### src/rtl/mdu_unit_pkg.sv
// ---------------------------------------------------------------------------
// mdu_unit_pkg
// Shared definitions for the multiply/divide unit:
//   - 3-bit MDU operation codes used by the decoder and the MDU
//   - FSM state encodings of the MDU sequencer
//   - MduBusy/MduIdle and Stop/NoStop single-bit constants
//   - small op-classification helpers
// ---------------------------------------------------------------------------
package mdu_unit_pkg;

    typedef enum logic [2:0] {
        OP_MULT  = 3'd0,
        OP_MULTU = 3'd1,
        OP_DIV   = 3'd2,
        OP_DIVU  = 3'd3,
        OP_MADD  = 3'd4,
        OP_MADDU = 3'd5,
        OP_MSUB  = 3'd6,
        OP_MSUBU = 3'd7
    } mdu_op_t;

    typedef enum logic [1:0] {
        ST_IDLE = 2'd0,
        ST_CALC = 2'd1,
        ST_FIX  = 2'd2,
        ST_DONE = 2'd3
    } mdu_state_t;

    localparam logic MduBusy = 1'b1;
    localparam logic MduIdle = 1'b0;
    localparam logic Stop    = 1'b1;
    localparam logic NoStop  = 1'b0;

    function automatic logic is_div_op(input mdu_op_t op);
        return (op == OP_DIV) || (op == OP_DIVU);
    endfunction

    function automatic logic is_signed_op(input mdu_op_t op);
        return (op == OP_MULT) || (op == OP_DIV) || (op == OP_MADD) || (op == OP_MSUB);
    endfunction

endpackage

### src/rtl/mdu_unit_core_step.sv
// ---------------------------------------------------------------------------
// mdu_core_step
// Combinational single radix-2 step shared by multiply and divide.
//   is_div    in  1      1 = restoring divide step, 0 = shift-add multiply step
//   hi        in  WIDTH  partial product high half / partial remainder
//   lo        in  WIDTH  multiplier bits still to consume / dividend+quotient
//   operand   in  WIDTH  multiplicand or divisor magnitude
//   next_hi   out WIDTH  updated high half
//   next_lo   out WIDTH  updated low half
// ---------------------------------------------------------------------------
module mdu_core_step
    import mdu_unit_pkg::*;
#(
    parameter int WIDTH = 32
) (
    input  logic             is_div,
    input  logic [WIDTH-1:0] hi,
    input  logic [WIDTH-1:0] lo,
    input  logic [WIDTH-1:0] operand,
    output logic [WIDTH-1:0] next_hi,
    output logic [WIDTH-1:0] next_lo
);

    logic [WIDTH:0] sum;
    logic [WIDTH:0] shifted;
    logic           fits;

    // Multiply: add the multiplicand when the current multiplier bit is set,
    // then shift the {carry, hi, lo} pair right by one.
    // Divide: shift {hi, lo} left by one and subtract the divisor when the
    // widened partial remainder is large enough; the quotient bit enters lo.
    // The true difference is always below the divisor, so a WIDTH-bit
    // wrapping subtract yields it exactly.
    always_comb begin
        sum     = {1'b0, hi} + (lo[0] ? {1'b0, operand} : {(WIDTH+1){1'b0}});
        shifted = {hi, lo[WIDTH-1]};
        fits    = (shifted >= {1'b0, operand});
        next_hi = sum[WIDTH:1];
        next_lo = {sum[0], lo[WIDTH-1:1]};
        if (is_div) begin
            next_hi = fits ? (shifted[WIDTH-1:0] - operand) : shifted[WIDTH-1:0];
            next_lo = {lo[WIDTH-2:0], fits};
        end
    end

endmodule

### src/rtl/mdu_unit.sv
// ---------------------------------------------------------------------------
// mdu_unit
// Iterative multiply / divide / multiply-accumulate unit, one bit per cycle.
//   cpu_clk_50M  in  1        clock, rising edge
//   cpu_rst_n    in  1        asynchronous active-low reset
//   start_i      in  1        begin an operation (honoured in IDLE or DONE)
//   cancel_i     in  1        flush; aborts any operation, beats start_i
//   op_i         in  3        operation code (mdu_op_t)
//   opdata1_i    in  WIDTH    multiplicand / dividend
//   opdata2_i    in  WIDTH    multiplier / divisor
//   hilo_i       in  2*WIDTH  current {HI,LO}, base for MADD/MSUB
//   busy_o       out 1        high while calculating or fixing up
//   ready_o      out 1        one-cycle pulse when result_o is fresh
//   result_o     out 2*WIDTH  {HI,LO}; divide gives {remainder, quotient}
// ---------------------------------------------------------------------------
module mdu_unit
    import mdu_unit_pkg::*;
#(
    parameter int WIDTH = 32
) (
    input  logic               cpu_clk_50M,
    input  logic               cpu_rst_n,
    input  logic               start_i,
    input  logic               cancel_i,
    input  logic [2:0]         op_i,
    input  logic [WIDTH-1:0]   opdata1_i,
    input  logic [WIDTH-1:0]   opdata2_i,
    input  logic [2*WIDTH-1:0] hilo_i,
    output logic               busy_o,
    output logic               ready_o,
    output logic [2*WIDTH-1:0] result_o
);

    localparam int CW = $clog2(WIDTH + 1);

    mdu_state_t         state;
    mdu_state_t         next_state;
    mdu_op_t            op_in;
    mdu_op_t            op;
    logic [CW-1:0]      count;
    logic [WIDTH-1:0]   hi;
    logic [WIDTH-1:0]   lo;
    logic [WIDTH-1:0]   operand;
    logic [2*WIDTH-1:0] hilo;
    logic               sign1;
    logic               sign2;
    logic               div_zero;

    logic               accept;
    logic               in_sign1;
    logic               in_sign2;
    logic               in_div_zero;
    logic [WIDTH-1:0]   mag1;
    logic [WIDTH-1:0]   mag2;
    logic [WIDTH-1:0]   step_hi;
    logic [WIDTH-1:0]   step_lo;
    logic [2*WIDTH-1:0] fix_result;
    logic [2*WIDTH-1:0] prod;
    logic [2*WIDTH-1:0] signed_prod;
    logic [WIDTH-1:0]   quot;
    logic [WIDTH-1:0]   rem;

    assign op_in       = mdu_op_t'(op_i);
    assign accept      = start_i && !cancel_i && ((state == ST_IDLE) || (state == ST_DONE));
    assign in_sign1    = is_signed_op(op_in) && opdata1_i[WIDTH-1];
    assign in_sign2    = is_signed_op(op_in) && opdata2_i[WIDTH-1];
    assign mag1        = in_sign1 ? -opdata1_i : opdata1_i;
    assign mag2        = in_sign2 ? -opdata2_i : opdata2_i;
    assign in_div_zero = is_div_op(op_in) && (opdata2_i == '0);

    mdu_core_step #(
        .WIDTH   (WIDTH)
    ) u_step (
        .is_div  (is_div_op(op)),
        .hi      (hi),
        .lo      (lo),
        .operand (operand),
        .next_hi (step_hi),
        .next_lo (step_lo)
    );

    // State register.
    always_ff @(posedge cpu_clk_50M or negedge cpu_rst_n) begin
        if (!cpu_rst_n) begin
            state <= ST_IDLE;
        end else begin
            state <= next_state;
        end
    end

    // Next state and Moore outputs. A divide by zero skips CALC entirely;
    // DONE falls back to IDLE unless a new operation starts in that cycle.
    always_comb begin
        next_state = state;
        busy_o     = MduIdle;
        ready_o    = 1'b0;
        case (state)
            ST_IDLE, ST_DONE: begin
                ready_o = (state == ST_DONE);
                if (accept) begin
                    next_state = in_div_zero ? ST_FIX : ST_CALC;
                end else begin
                    next_state = ST_IDLE;
                end
            end
            ST_CALC: begin
                busy_o = MduBusy;
                if (count == CW'(1)) begin
                    next_state = ST_FIX;
                end
            end
            ST_FIX: begin
                busy_o     = MduBusy;
                next_state = ST_DONE;
            end
            default: next_state = ST_IDLE;
        endcase
        if (cancel_i) begin
            next_state = ST_IDLE;
        end
    end

    // Sign fix-up of the unsigned magnitude result, accumulate, and the
    // divide-by-zero pattern, where lo still carries the raw dividend.
    always_comb begin
        prod        = {hi, lo};
        signed_prod = (sign1 ^ sign2) ? -prod : prod;
        quot        = (sign1 ^ sign2) ? -lo : lo;
        rem         = sign1 ? -hi : hi;
        fix_result  = signed_prod;
        case (op)
            OP_DIV, OP_DIVU:   fix_result = div_zero ? {lo, {WIDTH{1'b1}}} : {rem, quot};
            OP_MADD, OP_MADDU: fix_result = hilo + signed_prod;
            OP_MSUB, OP_MSUBU: fix_result = hilo - signed_prod;
            default:           fix_result = signed_prod;
        endcase
    end

    // Datapath registers: operands are captured once as magnitudes so the
    // inputs may change freely afterwards; a cancel never touches result_o.
    always_ff @(posedge cpu_clk_50M or negedge cpu_rst_n) begin
        if (!cpu_rst_n) begin
            op       <= OP_MULT;
            count    <= '0;
            hi       <= '0;
            lo       <= '0;
            operand  <= '0;
            hilo     <= '0;
            sign1    <= 1'b0;
            sign2    <= 1'b0;
            div_zero <= 1'b0;
            result_o <= '0;
        end else begin
            case (state)
                ST_IDLE, ST_DONE: begin
                    if (accept) begin
                        op       <= op_in;
                        count    <= CW'(WIDTH);
                        hi       <= '0;
                        hilo     <= hilo_i;
                        sign1    <= in_sign1;
                        sign2    <= in_sign2;
                        div_zero <= in_div_zero;
                        if (is_div_op(op_in)) begin
                            lo      <= in_div_zero ? opdata1_i : mag1;
                            operand <= mag2;
                        end else begin
                            lo      <= mag2;
                            operand <= mag1;
                        end
                    end
                end
                ST_CALC: begin
                    hi    <= step_hi;
                    lo    <= step_lo;
                    count <= count - CW'(1);
                end
                ST_FIX: begin
                    if (!cancel_i) begin
                        result_o <= fix_result;
                    end
                end
                default: ;
            endcase
        end
    end

endmodule

### config.mk
export PLATFORM = sky130hd
export DESIGN_NAME = mdu_unit
export DESIGN_NICKNAME = d
export VERILOG_FILES = /design/src/rtl/mdu_unit_pkg.sv /design/src/rtl/mdu_unit_core_step.sv /design/src/rtl/mdu_unit.sv
export SDC_FILE = /design/constraint.sdc
export NUM_CORES = 1
export LEC_CHECK = 0
export CAP_MARGIN = 20
export CORE_MARGIN = 8
export CORE_UTILIZATION = 52
export DETAILED_ROUTE_END_ITERATION = 8
export HOLD_SLACK_MARGIN = 0.15
export PLACE_DENSITY = 0.73
export SLEW_MARGIN = 20
export SYNTH_ARGS = -nofsm -noshare
export SYNTH_HDL_FRONTEND = slang
export SYNTH_SLANG_ARGS = --single-unit
### constraint.sdc
create_clock -name cpu_clk_50M -period 8.55 [get_ports cpu_clk_50M]
set_clock_uncertainty 0.15 [all_clocks]
set_input_delay 1.2825 -clock cpu_clk_50M [delete_from_list [all_inputs] [get_ports cpu_clk_50M]]
set_output_delay 1.2825 -clock cpu_clk_50M [all_outputs]
set_load 0.01 [all_outputs]
# Yosys cells after proc, flatten, opt, wreduce, memory -nomap -nowiden
# Cells that the tools add are included.
# W data, S select, Z words.
# op_classes
add_sub_neg	10
n_lt_le_gt_ge	1
n_eq_ne	16
mux	27
bitwise_logic	2
reduce_logical	24
# ops
op	n
$mux W32	13
$pmux W64 S3	1
$mux W64	2
$neg A32 Y32	4
$pmux W32 S2	2
$add A64 B64 Y64	1
$neg A64 Y64	1
$sub A64 B64 Y64	1
$add A32 B33 Y33	1
$ge A33 B32 Y1	1
$logic_not A32 Y1	1
$sub A32 B32 Y32	1
$eq A3 B3 Y1 const B	6
$eq A3 B2 Y1 const B	4
$pmux W6 S2	1
$reduce_or A2 Y1	5
$mux W2	4
$eq A6 B1 Y1 const B	1
$logic_or A1 B1 Y1	6
$mux W6	1
$pmux W2 S3	1
$reduce_and A2 Y1	3
$sub A6 B1 Y6 const B	1
$logic_and A1 B1 Y1	5
other kinds (11)	13
# word_totals
ff_bits	238
input_bits	135
out_inout_bits	66
elab_cells	91

# Depth between registers and ports, before layout
# depth
depth_word	10
ltp_mapped	30
depth_no_buf	25

# Hierarchy
# Synthesis repeated with hierarchy kept, for this count alone.
# hier_totals
cells_unflattened	3311
area_unflattened_um2	24367.1
# by_module_without_submodules
module	instances	cells_each	area_per_inst_um2	seq_area_each_um2
mdu_unit	1	2628	19706.4	5930.7
mdu_core_step	1	683	4660.7	0.0

# Worst setup path after synthesis
# Ideal clock, no wire load.
# synth_path
path_kind	flip-flop to flip-flop
startpoint	reg lo[0]
endpoint	reg result_o[60]
setup_ps	83
arrival_ps	6414
path_slack_ps	1903
stages_incl_launch_ff	30
synth_period_minus_slack_ps	6647
path_cell_list	dfrtp_1 > buf_2 > clkinv_1 > clkbuf_1 > ha_1 > or4b_1 > clkbuf_1 > nor4_2 > mux2i_1 > o2111a_1 > nand2_1 > nor4_1 > nand2_1 > nor2_1 > and3_1 > a31oi_1 > xor2_1 > ha_1 > clkbuf_1 > and4_1 > nand3_1 > nor4_1 > and3_1 > o31ai_1 > nand3_1 > a221oi_1 > o41ai_1 > xor2_1 > a21oi_1 > o21ai_0
# synth_via
elab_chain_len	4
# synth_lines
element	line_no	text
start, declared	mdu_unit.sv:42	logic [WIDTH-1:0] lo;
start signal, assigned	mdu_unit.sv:165	lo <= in_div_zero ? opdata1_i : mag1;
start signal, assigned	mdu_unit.sv:168	lo <= mag2;
start signal, assigned	mdu_unit.sv:175	lo <= step_lo;
$neg A64 Y64	mdu_unit.sv:127	signed_prod = (sign1 ^ sign2) ? -prod : prod;
$mux W64 (*)	mdu_unit.sv:127	
$sub A64 B64 Y64 / $add A64 B64 Y64 (equally long branches)	mdu_unit.sv:134, mdu_unit.sv:133	
$pmux W64 S3 (*)	mdu_unit.sv:131	case (op)
end signal, assigned	mdu_unit.sv:180	result_o <= fix_result;
end, declared	mdu_unit.sv:31	output logic [2*WIDTH-1:0] result_o
# Mark *: on every way between the ends. The rest lies on a longest branch, timed or not.
# A chain may end at the register's enable or synchronous reset.

# Worst setup path in the final report
# layout_path
startpoint	reg lo[1]
endpoint	reg result_o[60]
# The elaborated chain is that of the path after synthesis.

==> reports/metrics.yaml <==
worst_setup_path:
  rr_worst_depth: 25
  worstSetupStartpointType: "register"
  endpoint_kind: "register"
  crit_start: "lo[1]$_DFFE_PN0P_"
  crit_family: "simple AND/OR/NAND/NOR gates"
  critical_path.slowest_cell: "nor3_2"
  cpPeakStageDelay_ps: 810
  crit_required_ps: 8840
  worstPathArrival_ps: 7870
  path_max_fanout: 16
  timing.reg2reg.setup_slack_ps: 970
  r2r-end: "result_o[60]$_DFFE_PN0P_"
  worst-setup-path-type: "register to register"
  path_buf_inv: 1
  rr_startpoint: "lo[1]$_DFFE_PN0P_"
route:
  num_vias: 25200
  wl_met3_mm: 6.90
  wl_met1_mm: 39.7
  viasPerCell: 6.41
  totalWireLength_mm: 90.3
  drtAntennaViolNets: 0
  routedWlPerCell_um: 23.0
  drc: 0
  wl_met2_mm: 38.2
  dr.max_layer_used: "met4"
  drt-pass1-iter-count: 6
  first_iter_violations: 2434
floorplanning:
  die-area_mm2: 0.0545
  core-area_mm2: 0.0467
  io_pins: 201
  die_y_um: 234
  die_x_um: 234
  start_util: 0.527
  row_count: 79
worst_hold_path:
  min_to: "result_o[8]$_DFFE_PN0P_"
  hold_path_class: "register to register"
  min_path_cells: 2
  min-delay-start: "result_o[8]$_DFFE_PN0P_"
sta:
  hold_viol: 0
  final.setup.tns_ps: 0
  finalCritPeriodShare: 0.886
  finalSetupViolCount: 0
  maxSlewViolCount: 0
  fmax_mhz: 132
  hold_ws_ps: 329
  slew_headroom: 0.319
  layout_setup_ws_ps: 974
  period_minus_slack_ps: 7580
  rsz0062_at_grt: "no"
  worst_pin_slew_ps: 1020
clock_network:
  path_clk_slew_ps: 60
  hold_buffers: 0
  numCtsBuffers: 30
  clk_latency_ps: 600
  cts.sinks: 237
  clockRootBuffer: "clkbuf_16"
  cts_tree: "done"
  htree_num_levels: 1
  clk_path_buf_depth: 3
  cts_setup_buffers: 0
  cts_resized: 0
grt:
  grt_pass1_vias: 23700
  grt.overflow.total: 0
  grt_pass1_wl_mm: 139
  grt_use_total: 0.323
  antenna_found_initial: 0
  grt_max_degree: 127
synthesis:
  yosysWarnings: 0
  netlist-cell-type-count: 87
  synth_area_leaders: "dfrtp_1, ha_1, xnor2_1, a21oi_1, nand2_1"
  syn_nets: 3528
  async_flop_share: 1.00
  synth_area_leader_cell: "dfrtp_1"
  yosysSeqAreaShare: 0.241
  synth_seq_cells: 237
  syn-instance-count: 3253
  synth-edff-count: 0
  synth.cell_area_mm2: 0.0246
  synth.top_cell.area_share: 0.241
  ys.flop_type: "dfrtp_1"
  synth_area_per_cell_um2: 7.56
finish:
  final_common_cell: "nand2_1"
  drive_gt1_frac: 0.0657
  design_area_mm2: 0.0279
  layout_common_cells: "nand2_1, nor2_1, a21oi_1"
  antennaDiodeCount: 0
  areaGrowthSynthToFinish_pct: 13.4
  fin_nets: 3572
status:
  status: "finished, final reports clean"
flow_run:
  cap_violations: 0
placed_design:
  place_congestion: 0.947
  post-place-ws_ps: 1120
  placed_cell_area_mm2: 0.0269
  hpwlAfterDp_mm: 69.4
  io_buffers: 200
## per-stage QoR
| stage | std cells | util |
|---|---|---|
| CTS | 3927 | 0.598 |
| global placement | 3872 | 0.576 |
| finish | 3927 | 0.598 |
| detailed placement | 3872 | 0.576 |
| floorplan | 3253 | - |
| global route | 3927 | 0.598 |
## worst min-delay path, cell delays in order (launching register included)
cell     delay, ps
dfrtp_1        340
nand2_1         50
o21ai_0         60
## cells by family (layout without fill, tap and decap cells)
| group | Yosys count | count (layout) | synth area share |
|---|---|---|---|
| XOR/XNOR | 355 | 355 | 0.126 |
| multiplexers | 110 | 110 | 0.0483 |
| adder cells (fa/ha/maj) | 140 | 140 | 0.0721 |
| AND/OR/NAND/NOR | 1093 | 1093 | 0.208 |
| flip-flops | 237 | 237 | 0.241 |
| AO/OA/AOI/OAI | 997 | 997 | 0.253 |
| buffers and inverters | 321 | 388 | 0.0505 |
## worst max path at each step
stage,to,slack [ps],depth (start not counted)
after floorplan,result_o[60]$_DFFE_PN0P_,1900,29
after global placement,result_o[60]$_DFFE_PN0P_,1280,25
after detailed placement,result_o[60]$_DFFE_PN0P_,1120,24
after CTS,result_o[60]$_DFFE_PN0P_,1080,25
after global routing,result_o[62]$_DFFE_PN0P_,350,23
final,result_o[60]$_DFFE_PN0P_,970,25
## synthesized netlist by cell type, drive strengths merged, types with 27 or more instances
cell type    n
xnor2      194
clkbuf     196
nand2      377
o211ai      45
o31ai       28
or3         31
a31oi       40
and3        29
buf         27
mux2i       41
a21o        97
a211oi      30
xor2       161
nor2       317
o21ai      273
nand2b      27
inv         95
a21oi      289
nor4        43
nand4       41
mux2        69
ha         137
nor3        64
dfrtp      237
nand3       66
## layer usage
metal  track usage  up-vias
met5             0        -
met4         0.177        0
met3        0.0365      231
met2         0.484     1228
met1         0.450    12000
li1              -    11800
## flip-flops by register name (all words and copies together) (netlist names), 2 cells and up
register and count:
hilo 64, result_o 64, hi 32, lo 32
operand 32, count 6, op 2, state 2
## final cells by class
cell class	instances	area, µm²
clock buffers	34	796
clock inverters	21	251
multi-input cells	2695	17500
inverters	98	368
well taps	607	759
fillers	4350	18700
repair buffers	235	2280
flip-flops and latches	237	5930
Power is not shown: default switching activity piles up to over one toggle a cycle in this logic, so the estimate is an artifact.
